<file path="src/rtl/pipeline_controller.sv">
// Pipeline controller: selects one pipeline action per cycle (advance, stall, flush,
// drain, halt), tracks stall/flush statistics and raises a sticky stall watchdog.
//
// Parameters:
//   STALL_LIMIT   consecutive data-stall cycles that set stall_timeout
//   DRAIN_CYCLES  drain cycles between HLT acceptance and halt (must be >= 1)
//
// Ports:
//   clk            clock, all state updates on rising edge
//   rst            asynchronous active-high reset
//   data_hazard    RAW hazard on the ID instruction
//   control_hazard CALL/RET/B in flight
//   redirect       EX/MEM loading a new PC
//   halt_req       HLT decoded in ID
//   pc_en          PC write enable
//   if_id_en       IF/ID write enable
//   if_id_flush    load NOP into IF/ID
//   id_ex_bubble   load NOP into ID/EX
//   halted         core halted
//   stall_timeout  sticky watchdog flag
//   stall_cnt      saturating count of data-stall cycles
//   flush_cnt      saturating count of flush cycles
module pipeline_controller #(
    parameter int unsigned STALL_LIMIT  = 8,
    parameter int unsigned DRAIN_CYCLES = 3
) (
    input  logic        clk,
    input  logic        rst,
    input  logic        data_hazard,
    input  logic        control_hazard,
    input  logic        redirect,
    input  logic        halt_req,
    output logic        pc_en,
    output logic        if_id_en,
    output logic        if_id_flush,
    output logic        id_ex_bubble,
    output logic        halted,
    output logic        stall_timeout,
    output logic [15:0] stall_cnt,
    output logic [15:0] flush_cnt
);

    localparam int unsigned ConsecW = (STALL_LIMIT > 1) ? $clog2(STALL_LIMIT + 1) : 1;
    localparam int unsigned DrainW  = (DRAIN_CYCLES > 1) ? $clog2(DRAIN_CYCLES + 1) : 1;

    localparam logic [ConsecW-1:0] ConsecMax = ConsecW'(STALL_LIMIT);
    localparam logic [DrainW-1:0]  DrainInit = DrainW'(DRAIN_CYCLES);

    typedef enum logic [1:0] {
        StRun,
        StDrain,
        StHalted
    } state_e;

    state_e              state_q, state_d;
    logic [DrainW-1:0]   drain_q, drain_d;
    logic [ConsecW-1:0]  consec_q, consec_d;
    logic [15:0]         stall_cnt_q, stall_cnt_d;
    logic [15:0]         flush_cnt_q, flush_cnt_d;
    logic                timeout_q, timeout_d;

    logic                is_stall;
    logic                is_flush;

    // Next-state and pipeline control; the reset-state outputs are the defaults so an
    // asserted rst forces them combinationally regardless of clk.
    always_comb begin
        state_d      = state_q;
        drain_d      = drain_q;
        pc_en        = 1'b0;
        if_id_en     = 1'b0;
        if_id_flush  = 1'b1;
        id_ex_bubble = 1'b1;
        is_stall     = 1'b0;
        is_flush     = 1'b0;

        if (!rst) begin
            unique case (state_q)
                StRun: begin
                    if (redirect) begin
                        pc_en        = 1'b1;
                        if_id_en     = 1'b1;
                        if_id_flush  = 1'b1;
                        id_ex_bubble = 1'b1;
                        is_flush     = 1'b1;
                    end else if (control_hazard) begin
                        // ID instruction advances, nothing new fetched
                        pc_en        = 1'b0;
                        if_id_en     = 1'b1;
                        if_id_flush  = 1'b1;
                        id_ex_bubble = 1'b0;
                        is_flush     = 1'b1;
                    end else if (data_hazard) begin
                        // hold ID, bubble into EX
                        pc_en        = 1'b0;
                        if_id_en     = 1'b0;
                        if_id_flush  = 1'b0;
                        id_ex_bubble = 1'b1;
                        is_stall     = 1'b1;
                    end else if (halt_req) begin
                        pc_en        = 1'b0;
                        if_id_en     = 1'b1;
                        if_id_flush  = 1'b1;
                        id_ex_bubble = 1'b0;
                        is_flush     = 1'b1;
                        drain_d      = DrainInit;
                        state_d      = StDrain;
                    end else begin
                        pc_en        = 1'b1;
                        if_id_en     = 1'b1;
                        if_id_flush  = 1'b0;
                        id_ex_bubble = 1'b0;
                    end
                end

                StDrain: begin
                    is_flush = 1'b1;
                    if (redirect) begin
                        pc_en        = 1'b1;
                        if_id_en     = 1'b1;
                        if_id_flush  = 1'b1;
                        id_ex_bubble = 1'b1;
                        state_d      = StRun;
                    end else begin
                        pc_en        = 1'b0;
                        if_id_en     = 1'b1;
                        if_id_flush  = 1'b1;
                        id_ex_bubble = 1'b1;
                        drain_d      = drain_q - DrainW'(1);
                        // counter at 1 means this is the last drain cycle
                        if (drain_q <= DrainW'(1)) begin
                            state_d = StHalted;
                        end
                    end
                end

                StHalted: begin
                    pc_en        = 1'b0;
                    if_id_en     = 1'b0;
                    if_id_flush  = 1'b1;
                    id_ex_bubble = 1'b1;
                end

                default: begin
                    state_d = StRun;
                end
            endcase
        end
    end

    // Statistics and watchdog next-state.
    always_comb begin
        stall_cnt_d = stall_cnt_q;
        flush_cnt_d = flush_cnt_q;
        consec_d    = '0;

        if (is_stall && (stall_cnt_q != 16'hFFFF)) begin
            stall_cnt_d = stall_cnt_q + 16'd1;
        end
        if (is_flush && (flush_cnt_q != 16'hFFFF)) begin
            flush_cnt_d = flush_cnt_q + 16'd1;
        end
        if (is_stall) begin
            consec_d = (consec_q == ConsecMax) ? consec_q : consec_q + ConsecW'(1);
        end

        timeout_d = timeout_q | (consec_d == ConsecMax);
    end

    always_ff @(posedge clk or posedge rst) begin
        if (rst) begin
            state_q     <= StRun;
            drain_q     <= '0;
            consec_q    <= '0;
            stall_cnt_q <= '0;
            flush_cnt_q <= '0;
            timeout_q   <= 1'b0;
        end else begin
            state_q     <= state_d;
            drain_q     <= drain_d;
            consec_q    <= consec_d;
            stall_cnt_q <= stall_cnt_d;
            flush_cnt_q <= flush_cnt_d;
            timeout_q   <= timeout_d;
        end
    end

    assign halted        = (state_q == StHalted);
    assign stall_timeout = timeout_q;
    assign stall_cnt     = stall_cnt_q;
    assign flush_cnt     = flush_cnt_q;

endmodule

</file>
<file path="config.mk">
export PLATFORM = sky130hd
export DESIGN_NAME = pipeline_controller
export DESIGN_NICKNAME = d
export VERILOG_FILES = /design/src/rtl/pipeline_controller.sv
export SDC_FILE = /design/constraint.sdc
export NUM_CORES = 1
export LEC_CHECK = 0
export CAP_MARGIN = 20
export CORE_AREA = 8 8 80 68
export CTS_BUF_LIST = sky130_fd_sc_hd__clkbuf_4 sky130_fd_sc_hd__clkbuf_8
export DETAILED_ROUTE_END_ITERATION = 16
export DIE_AREA = 0 0 88 76
export GPL_ROUTABILITY_DRIVEN = 0
export GPL_TIMING_DRIVEN = 0
export PLACE_DENSITY = 0.8
export SYNTH_ARGS = -nofsm -noshare
export SYNTH_HDL_FRONTEND = slang
export SYNTH_SLANG_ARGS = --single-unit
</file>
<file path="constraint.sdc">
create_clock -name clk -period 2.68 [get_ports clk]
set_input_delay 0.536 -clock clk [delete_from_list [all_inputs] [get_ports clk]]
set_output_delay 0.536 -clock clk [all_outputs]
set_load 0.01 [all_outputs]
</file>
==> results of run 1 <==
## state kept, by name, indices dropped and copies added (netlist names)
name / cells
stall_timeout: 1
flush_cnt: 16
stall_cnt: 16
drain_q: 2
consec_q: 4
state_q: 2
## power breakdown
part	leakage [nW]	internal, mW	switching (mW)
clock	0.0498	0.215	0.200
sequential	0.543	0.717	0.132
combinational	0.635	0.259	0.193
total	1.23	1.19	0.524
## per-layer routing
layer / vias up / track usage / wire, um
met3: 9 / 0.0280 / 138
met5: - / 0 / 0
met2: 28 / 0.229 / 2290
met4: 0 / 0.0669 / 103
li1: 845 / - / -
met1: 830 / 0.185 / 2180
## worst paths after layout
| path | from | end | slack (ns) | depth (start not counted) |
|---|---|---|---|---|
| setup / recovery | data_hazard | if_id_en | 0.09 | 4 |
| hold / removal | stall_timeout | stall_timeout | 0.48 | 1 |
| setup reg to reg | state_q[0] | flush_cnt[10] | 0.37 | 5 |
| hold reg to reg | stall_timeout | stall_timeout | 0.48 | 1 |
| max in group asynchronous | rst | stall_cnt[10] | 1.40 | 2 |
| min in group asynchronous | rst | flush_cnt[1] | 0.72 | 2 |
## cell families after synthesis
kind of cell / after synthesis / share of synthesized area
and+or+nand+nor: 98 / 0.259
AOI/OAI and AO/OA: 16 / 0.0498
DFF: 41 / 0.486
adders and majority gates: 5 / 0.0297
muxes: 3 / 0.0154
xor gates and xnor gates: 32 / 0.133
buffers and inverters: 13 / 0.0273
## cells in the final DEF, fill, tap and decap left out, types with 4 or more instances in the layout
master,n
clkdlybuf4s50_1,42
xnor2_1,8
nand4_1,11
nor3b_1,4
xor2_1,24
nand3_1,11
nor2_1,15
inv_1,7
nand2_1,12
and3_1,6
nor2b_1,4
ha_1,5
clkbuf_8,5
o21ai_0,7
dfrtp_1,41
nor3_1,11
nor4_1,8
## per-stage QoR
step	hold WS (ns)	power, mW
after detailed placement	0.459	1.31
after global routing	0.486	1.81
after global placement	0.462	1.30
after CTS	0.482	1.73
final	0.479	1.71
after floorplan	0.488	1.06
## critical path: cells and delay by family
kind	cells	cell delay [ns]
and+or+nand+nor	1	0.21
AOI/OAI and AO/OA	1	0.21
buffers and inverters	2	1.09
## repair_timing
| item | in CTS | in global routing |
|---|---|---|
| pin swaps | 0 | 1 |
| resized for setup | 2 | 2 |
| endpoints found under the setup margin | 2 | 2 |
## cell type report
cell class	count	area, um^2
clock buffer	8	91.3
tap	60	75.1
buffer	5	27.5
fill	351	1540
multi-input combinational	154	1050
sequential	41	1030
timing repair buffer	43	429
inverter	8	30.0
==> flow_metrics.py, run 1 <==
metrics = {
    "sta": {
        "rsz0062_at_grt": "false",
        "finalWorstSetupSlack_ns": 0.0949,
        "setup_viol": 0,
        "post-route-min-period_ns": 2.59,
        "fmax_mhz": 387,
        "skew_ns": 0.00424,
        "worst_slew_pin_slew_ns": 0.917,
        "hold_violations": 0,
        "min_period_over_period": 0.965,
        "setup_tns_ns": 0,
        "finalMaxSlewViolations": 0,
        "maxSlewHeadroom": 0.387,
    },
    "place": {
        "dpl_worst_slack_ns": -0.0526,
        "port_buffers": 43,
        "dp_hpwl_mm": 3.47,
        "place_area_mm2": 0.00262,
        "placed_cells": 311,
    },
    "yosys": {
        "netlist.area_leader.share": 0.486,
        "synth-warning-count": 0,
        "yosys-top-cells-area": "dfrtp_1 49%, xor2_1 10%, xnor2_1 3.3%",
        "synth_top_cell_by_area": "dfrtp_1",
        "synth_cells": 208,
        "synth.avg_cell_area_um2": 10.1,
        "ys_ff_latch": 41,
        "synth_cell_types": 36,
        "synth-edff-count": 0,
        "synthMostInstantiatedCell": "dfrtp_1",
        "ys_seq_area_frac": 0.486,
        "synth.cell_area_mm2": 0.00211,
        "synthArstFlopShare": 1.00,
        "syn-num-nets": 219,
        "ys.flop_type": "dfrtp_1",
        "ys_top_cells_by_count": "41 x dfrtp_1, 24 x xor2_1, 15 x nor2_1, 12 x nand2_1",
    },
    "die": {
        "row_count": 22,
        "boundaryPins": 44,
        "die_area_mm2": 0.00669,
        "fp.coreArea_mm2": 0.00427,
        "dieWidth_um": 88,
        "start_util": 0.494,
        "die_height_um": 76,
    },
    "clock_tree": {
        "cts_hold_buffers": 0,
        "clk_path_buf_depth": 2,
        "htreeDepth": 2,
        "cts_tree": "yes",
        "cts-root-buf": "clkbuf_8",
        "cts_setup_buffers": 0,
        "cts_sinks": 41,
        "cts_made_buffers": 5,
        "clkTransAtPathRegs_ns": 0.07,
        "clock_latency_ns": 0.29,
    },
    "drt": {
        "drc_errors": 0,
        "postRouteAntennaNets": 0,
        "num_vias": 1712,
        "detail_route.wl_per_cell_um": 14.8,
        "drt_iter0_drc": 89,
        "drtPass1Iterations": 4,
        "viasPerCell": 5.37,
        "totalWireLength_mm": 4.71,
    },
    "worst_setup_path": {
        "cp_common_cell": "clkdlybuf4s50_1",
        "end_kind": "primary output",
        "worstSetupPathType": "primary input to primary output",
        "required_ns": 2.14,
        "slowest_stage": "clkdlybuf4s50_1",
        "cp.arrival_ns": 2.05,
        "slowest_delay_ns": 0.57,
        "start_kind": "primary input",
        "crit_chain": "clkdlybuf4s50_1 -> nor2b_1 -> a21oi_1 -> clkdlybuf4s50_1",
        "crit_path_max_fanout": 6,
    },
    "final_layout": {
        "finalNonFillerCells": 319,
        "antennaDiodeCount": 0,
        "post-route-cell-area_mm2": 0.00273,
        "final_util": 0.639,
        "syn_to_final_growth_pct": 29.2,
        "drive_gt1_frac": 0.0695,
        "nNetsFinal": 269,
    },
    "power_and_ir_drop": {
        "irDropWorstVdd_v": 0.000409,
        "power_leakage_nw": 1.23,
        "power.density_mw_per_mm2": 629,
    },
    "global_routing": {
        "grt_pass1_wl_mm": 7.78,
        "grt_pass1_vias": 1673,
        "grt_usage": 0.145,
        "overflow": 0,
        "antenna_found_initial": 0,
        "grt_max_degree": 45,
    },
    "run": {
        "max_cap_violations": 0,
    },
    "outcome": {
        "status": "finished clean",
    },
    "min_path": {
        "hold_path_class": "flip-flop to flip-flop",
    },
}
Power figures use the tool's default switching activity.
==> run 2: changes to the inputs <==
--- a/config.mk
+++ b/config.mk
@@ -8,10 +8,12 @@
 export CAP_MARGIN = 20
 export CORE_AREA = 8 8 80 68
 export CTS_BUF_LIST = sky130_fd_sc_hd__clkbuf_4 sky130_fd_sc_hd__clkbuf_8
+export CTS_CLUSTER_DIAMETER = 80
 export DETAILED_ROUTE_END_ITERATION = 16
 export DIE_AREA = 0 0 88 76
 export GPL_ROUTABILITY_DRIVEN = 0
 export GPL_TIMING_DRIVEN = 0
+export MAX_ROUTING_LAYER = met4
 export PLACE_DENSITY = 0.8
 export SYNTH_ARGS = -nofsm -noshare
 export SYNTH_HDL_FRONTEND = slang
==> run 2 against run 1 <==
  * Critical path depth unchanged
  * Sequential cell count unchanged
  * Count of clock-buffer cells in the layout unchanged
  * Critical path type unchanged
==> flow_metrics.py, run 2 (synthesis results as in run 1) <==
metrics = {
    "outcome": {
        "status": "finished clean",
    },
    "clock_tree": {
        "cts_setup_buffers": 0,
        "htreeDepth": 2,
        "cts_sinks": 41,
        "cts_hold_buffers": 0,
        "cts_made_buffers": 5,
        "cts_tree": "yes",
        "clock_latency_ns": 0.29,
        "cts-root-buf": "clkbuf_8",
        "clk_path_buf_depth": 2,
        "clkTransAtPathRegs_ns": 0.07,
    },
    "power_and_ir_drop": {
        "power_leakage_nw": 1.23,
        "irDropWorstVdd_v": 0.000410,
        "power_mw": 1.71,
        "power.density_mw_per_mm2": 629,
    },
    "min_path": {
        "hold_depth": 1,
        "hold_path_class": "flip-flop to flip-flop",
        "min_to": "stall_timeout",
        "hold_start": "stall_timeout",
    },
    "worst_setup_path": {
        "required_ns": 2.14,
        "worstSetupPathType": "primary input to primary output",
        "slowest_stage": "clkdlybuf4s50_1",
        "end_kind": "primary output",
        "cp_num_buf_inv": 2,
        "slowest_delay_ns": 0.57,
        "reg2reg_from": "state_q[0]",
        "r2r.worst_path.cells": 5,
        "crit_path_max_fanout": 6,
        "ff2ff_setup_slack_ns": 0.37,
        "worstReg2RegEnd": "flush_cnt[10]",
        "cp.arrival_ns": 2.05,
        "start_kind": "primary input",
        "cp_common_cell": "clkdlybuf4s50_1",
        "path_delay_family": "buffers and inverters",
        "crit_chain": "clkdlybuf4s50_1 -> nor2b_1 -> a21oi_1 -> clkdlybuf4s50_1",
    },
    "sta": {
        "finalWorstSetupSlack_ns": 0.0922,
        "setup_tns_ns": 0,
        "skew_ns": 0.00395,
        "setup_viol": 0,
        "finalMaxSlewViolations": 0,
        "rsz0062_at_grt": "false",
        "maxSlewHeadroom": 0.388,
        "fmax_mhz": 386,
        "worst_slew_pin_slew_ns": 0.915,
        "hold_violations": 0,
        "post-route-min-period_ns": 2.59,
        "min_period_over_period": 0.966,
    },
    "global_routing": {
        "antenna_found_initial": 0,
        "grt_max_degree": 45,
        "overflow": 0,
        "grt_pass1_wl_mm": 7.78,
        "grt_usage": 0.149,
        "grt_pass1_vias": 1672,
    },
    "drt": {
        "totalWireLength_mm": 4.73,
        "drtPass1Iterations": 4,
        "postRouteAntennaNets": 0,
        "viasPerCell": 5.32,
        "drt_iter0_drc": 85,
        "drc_errors": 0,
        "num_vias": 1696,
        "detail_route.wl_per_cell_um": 14.8,
    },
    "place": {
        "port_buffers": 43,
        "dp_hpwl_mm": 3.47,
        "placed_cells": 311,
        "dpl_worst_slack_ns": -0.0526,
        "place_area_mm2": 0.00262,
    },
    "final_layout": {
        "post-route-cell-area_mm2": 0.00273,
        "final_common_cell": "clkdlybuf4s50_1",
        "nNetsFinal": 269,
        "finalNonFillerCells": 319,
        "syn_to_final_growth_pct": 29.2,
        "drive_gt1_frac": 0.0695,
        "mostFrequentLayoutCells": "42 x clkdlybuf4s50_1, 41 x dfrtp_1, 24 x xor2_1",
        "antennaDiodeCount": 0,
    },
    "die": {
        "row_count": 22,
        "die_height_um": 76,
        "boundaryPins": 44,
        "dieWidth_um": 88,
        "start_util": 0.494,
        "die_area_mm2": 0.00669,
        "fp.coreArea_mm2": 0.00427,
    },
    "run": {
        "max_cap_violations": 0,
    },
}
[run 2: per-stage QoR]
stage	util	hold slack, ns
after global placement	0.613	0.462
after CTS	0.635	0.482
after floorplan	-	0.488
after global routing	0.639	0.486
after detailed placement	0.613	0.459
final	0.639	0.479
[run 2: what timing repair did]
item	4_1_cts	5_1_grt
gates cloned	0	0
setup endpoints to repair	2	2
pin swaps	0	1
resized for setup	2	2
[run 2: worst max path at each step]
stage,start,endpoint,slack (ns),depth (start not counted)
6_report,data_hazard,if_id_en,0.09,4
5_1_grt,data_hazard,pc_en,0.002,5
4_1_cts,control_hazard,pc_en,0.07,5
3_5_place_dp,rst,flush_cnt[14],-0.05,5
3_3_place_gp,rst,drain_q[0],-0.37,5
2_1_floorplan,rst,drain_q[1],0.63,4
[run 2: cell type report]
type	instances	area (um^2)
clock buffers	8	91.3
well taps	60	75.1
flip-flops and latches	41	1030
multi-input cells	154	1050
plain buffers	5	27.5
repair buffers	43	429
inverters	8	30.0
fillers	351	1540
[run 2: power by group]
part | switching (mW) | internal [mW] | total (mW)
sequential | 0.131 | 0.717 | 0.848
combinational | 0.193 | 0.259 | 0.452
clock | 0.199 | 0.215 | 0.415
total | 0.524 | 1.19 | 1.71
[run 2: metal layers]
metal | vias to the layer above | global-route usage | part of all wire
li1 | 843 | - | -
met1 | 822 | 0.187 | 0.47
met2 | 22 | 0.229 | 0.49
met3 | 9 | 0.0259 | 0.022
met4 | 0 | 0.0669 | 0.022
met5 | - | - | 0
==> RTL edit 1, RTL diff (settings of run 1) <==
Set the parameter `STALL_LIMIT` to 16 (it was 8).
--- a/src/rtl/pipeline_controller.sv
+++ b/src/rtl/pipeline_controller.sv
@@ -21,7 +21,7 @@
 //   stall_cnt      saturating count of data-stall cycles
 //   flush_cnt      saturating count of flush cycles
 module pipeline_controller #(
-    parameter int unsigned STALL_LIMIT  = 8,
+    parameter int unsigned STALL_LIMIT  = 16,
     parameter int unsigned DRAIN_CYCLES = 3
 ) (
     input  logic        clk,
Check against the original RTL: not equivalent (Yosys sat finds a counterexample within 10 cycles, from zero or initial values and one cycle with rst high).
==> RTL edit 1 against run 1 <==
Register-to-register slack improved by 0.42 ns. Clock power is 4% lower. Synthesized area up 1.4%. Sequential cell count is 1 higher. Total power grew 7.5%. Setup slack improved by 0.052 ns. Combinational power grew 26%. Cell area rose by 0.23%. Routed wire length decreased by 10%.
==> RTL edit 1: results <==
set metrics [dict create \
    status "complete, no violations" \
    vdd_ir_drop_max_uv 539.0 \
    synth_cell_type_count 41 \
    grt_use_total_pct 13.81 \
    min_path_type "reg -> reg" \
    leakagePower_nw 1.166 \
    netlist_top_cells_area "dfrtp_1, xnor2_1, xor2_1" \
    met2_usage_pct 21.94 \
    cts_root_buf "clkbuf_8" \
    cp_max_fo 4 \
    cpPeakStageDelay_ns 0.55 \
    grt_max_degree 44 \
    nets 258 \
    dp.cells 300 \
    hpwl_um 3164 \
    grt_pass1_vias 1637 \
    fin_skew_ns 0.004747 \
    first_iter_violations 26 \
    cts-resized-gates 0 \
    wl_per_cell_um 13.86 \
    drive_gt1_share_pct 8.943 \
    yosysSeqAreaShare_pct 49.12 \
    syn_inst 197 \
    dpl_cell_area_um2 2645 \
    synth_common_cells "dfrtp_1, xnor2_1, nand2_1" \
    first_pass_iters 4 \
    grt_pass1_wl_um 7479 \
    grt_util_met1_pct 16.75 \
    dp_slack_ns 0.06656 \
    synth_ff_type "dfrtp_1" \
    worst_pin_slew_ns 0.8774 \
    p_int_w 0.001253 \
    cts_buffer_depth 2 \
    finalWirelength_um 4242 \
    drt-vias-per-instance 5.258 \
    synth_nets 208 \
    fill_cells 363 \
    grtUsageMet3_pct 5.172 \
]
-- RTL edit 1: worst register-to-register path: cells and delay by family, from the launching register on --
kind	cells	cell delay, ns
AOI/OAI and AO/OA	1	0.23
xor gates and xnor gates	1	0.17
adders and majority gates	1	0.23
buffers and inverters	1	0.14
DFF	1	0.44
and+or+nand+nor	2	0.60
-- RTL edit 1: cell type report --
| type | instances | share of cell area, % |
|---|---|---|
| Multi-Input combinational cell | 143 | 37.59 |
| Clock buffer | 6 | 3.022 |
| Timing Repair Buffer | 43 | 15.84 |
| Inverter | 8 | 1.099 |
| Buffer | 4 | 1.236 |
| Sequential cell | 42 | 38.46 |
| Tap cell | 60 | 2.747 |
-- RTL edit 1: worst paths after layout --
path	endpoint	start	slack (ns)	cells past startpoint
setup / recovery	id_ex_bubble	data_hazard	0.15	4
hold / removal	stall_timeout$_DFF_PP0_	stall_timeout$_DFF_PP0_	0.48	1
setup reg to reg	flush_cnt[11]$_DFFE_PP0P_	flush_cnt[0]$_DFFE_PP0P_	0.79	6
hold reg to reg	stall_timeout$_DFF_PP0_	stall_timeout$_DFF_PP0_	0.48	1
max in group asynchronous	flush_cnt[14]$_DFFE_PP0P_	rst	1.20	2
min in group asynchronous	state_q[1]$_DFFE_PP0P_	rst	0.94	2
-- RTL edit 1: cell families (layout without fill, tap and decap cells) --
group / after synthesis / count (layout) / share of synthesized area (%)
fa+ha+maj: 5 / 5 / 2.924
buf+inv: 12 / 61 / 2.982
xor+xnor: 35 / 35 / 14.33
compound gates: 20 / 20 / 7.895
flops: 42 / 42 / 49.12
simple gates: 81 / 81 / 21.70
mux: 2 / 2 / 1.053
-- RTL edit 1: per-stage QoR --
stage,hold slack (ns),util (%)
after floorplan,0.4600,-
after global placement,0.4582,61.99
after detailed placement,0.4611,61.99
after CTS,0.4781,63.93
after global routing,0.5010,64.05
final,0.4791,64.05
-- RTL edit 1: metal layers --
| layer | part of all wire [%] | up-vias |
|---|---|---|
| li1 | - | 789 |
| met1 | 47 | 780 |
| met2 | 47 | 34 |
| met3 | 5.0 | 6 |
| met4 | 1.1 | 0 |
| met5 | 0 | - |
-- RTL edit 1: power by group through the flow --
stage	clock [W]	combinational [W]	sequential, W
finish	0.000397	0.000567	0.000879
global route	0.000441	0.000631	0.000903
CTS	0.000413	0.000581	0.000878
detailed placement	0	0.000578	0.000889
global placement	0	0.000561	0.000884
floorplan	0	0.000278	0.000902
==> RTL edit 2, RTL diff (settings of run 1) <==
Without the edit above. Re-encode `state_e` (3 states) as one-hot, 3 bits wide.
--- a/src/rtl/pipeline_controller.sv
+++ b/src/rtl/pipeline_controller.sv
@@ -46,10 +46,10 @@
     localparam logic [ConsecW-1:0] ConsecMax = ConsecW'(STALL_LIMIT);
     localparam logic [DrainW-1:0]  DrainInit = DrainW'(DRAIN_CYCLES);
 
-    typedef enum logic [1:0] {
-        StRun,
-        StDrain,
-        StHalted
+    typedef enum logic [2:0] {
+        StRun    = 3'b001,
+        StDrain  = 3'b010,
+        StHalted = 3'b100
     } state_e;
 
     state_e              state_q, state_d;
Function: no difference found for any inputs over 10 cycles, from zero or initial values and one cycle with rst high; not proved beyond that.
==> RTL edit 2 against run 1 <==
Cell area grew 5.3%. Via count grew 8.5%. Core utilization grew 3.4 points. Synthesized area grew 4.4%. Sequential power is essentially flat. Total power grew 16%. Routed wire length grew 8.5%. Fmax shrank 0.59%. Setup slack lost 0.015 ns. Register-to-register slack gained 0.17 ns. Sequential cell count grew 1.
==> RTL edit 2: results <==
set metrics [dict create \
    status "complete, no violations" \
    synthArstFlopShare_pct 100.0 \
    grt_pass1_wl_um 8556 \
    nets 285 \
    synth_cell_type_count 40 \
    worst_pin_slew_ns 0.6540 \
    cp_max_fo 4 \
    min_path_type "in -> async" \
    hpwl_um 3784 \
    netlist_top_cells_area "dfrtp_1, xnor2_1, xor2_1" \
    io_buffers 42 \
    vdd_ir_drop_max_uv 428.4 \
    first_pass_iters 4 \
    synth-edff-count 0 \
    fill_cells 340 \
    vias 1857 \
    first_iter_violations 110 \
    grt_use_total_pct 16.09 \
    leakagePower_nw 1.214 \
    cts-resized-gates 0 \
    synth_common_cells "dfrtp_1, nor2_1, nand2_1" \
    yosysSeqAreaShare_pct 47.76 \
    synth_top_cell_area_share_pct 46.56 \
    grt_max_degree 38 \
    fin_skew_ns 0.009431 \
    drive_gt1_share_pct 9.455 \
    grt_pass1_vias 1798 \
]
-- RTL edit 2: changes by cell type after synthesis, moves of 3 or more --
cell,run 1,this run
or2_1,0,3
nor4_1,10,4
nand2b_1,2,6
nor2_1,15,25
mux2_2,2,7
xnor2_1,8,12
nor3b_1,4,0
o21a_1,0,3
xor2_1,24,12
a21oi_1,2,7
nand2_1,12,18
-- RTL edit 2: stage by stage --
step / util [%] / power (W) / cells / hold slack, ns / TNS [ns]
after detailed placement: 63.72 / 0.001376 / 327 / 0.4600 / 0
final: 67.30 / 0.001985 / 335 / 0.2893 / 0
after global placement: 63.26 / 0.001351 / 326 / 0.4540 / -2.426
after floorplan: - / 0.001116 / 224 / 0.5064 / 0
after CTS: 67.07 / 0.001996 / 335 / 0.2875 / 0
after global routing: 67.30 / 0.002082 / 335 / 0.3190 / 0
-- RTL edit 2: cell families after synthesis --
logic type               Yosys count  synth area share [%]
AO/OA/AOI/OAI                     27                 8.689
XOR/XNOR                          24                 9.540
adder cells (fa/ha/maj)            5                 2.839
buffers and inverters             11                 1.987
flip-flops                        42                 47.76
multiplexers                      10                 5.054
AND/OR/NAND/NOR                  105                 24.13
-- RTL edit 2: final cells by class --
cell class / instances / area (um^2) / share of cell area, %
sequential: 42 / 1052 / 36.64
tap: 60 / 75.07 / 2.614
clock buffer: 6 / 82.58 / 2.876
clock inverter: 2 / 60.06 / 2.092
buffer: 3 / 13.76 / 0.4793
timing repair buffer: 43 / 440.4 / 15.34
multi-input combinational: 171 / 1117 / 38.91
inverter: 8 / 30.03 / 1.046
-- RTL edit 2: layer usage --
| layer | routed length [um] | GRT usage [%] | vias to the layer above |
|---|---|---|---|
| li1 | - | - | 888 |
| met1 | 2176 | 20.16 | 912 |
| met2 | 2551 | 24.72 | 44 |
| met3 | 233 | 3.879 | 13 |
| met4 | 153 | 8.576 | 0 |
| met5 | 0 | 0 | - |
-- RTL edit 2: final timing paths --
path	startpoint	to	slack, ns	cells past startpoint
min in group clk	stall_timeout$_DFF_PP0_	stall_timeout$_DFF_PP0_	0.47	1
worst min register to register	stall_timeout$_DFF_PP0_	stall_timeout$_DFF_PP0_	0.47	1
worst max register to register	state_q[0]$_DFFE_PP1P_	stall_cnt[9]$_DFFE_PP0P_	0.54	6
worst max-delay path	control_hazard	if_id_en	0.08	5
worst min-delay path	rst	drain_q[0]$_DFFE_PP0P_	0.29	2
max in group asynchronous	rst	stall_cnt[6]$_DFFE_PP0P_	1.95	3
-- RTL edit 2: power by group --
group | switching, W | internal [W] | leakage, nW | total, W
sequential | 0.000123 | 0.000724 | 0.553 | 0.000846
combinational | 0.000251 | 0.000269 | 0.590 | 0.000520
clock | 0.000221 | 0.000397 | 0.0714 | 0.000618
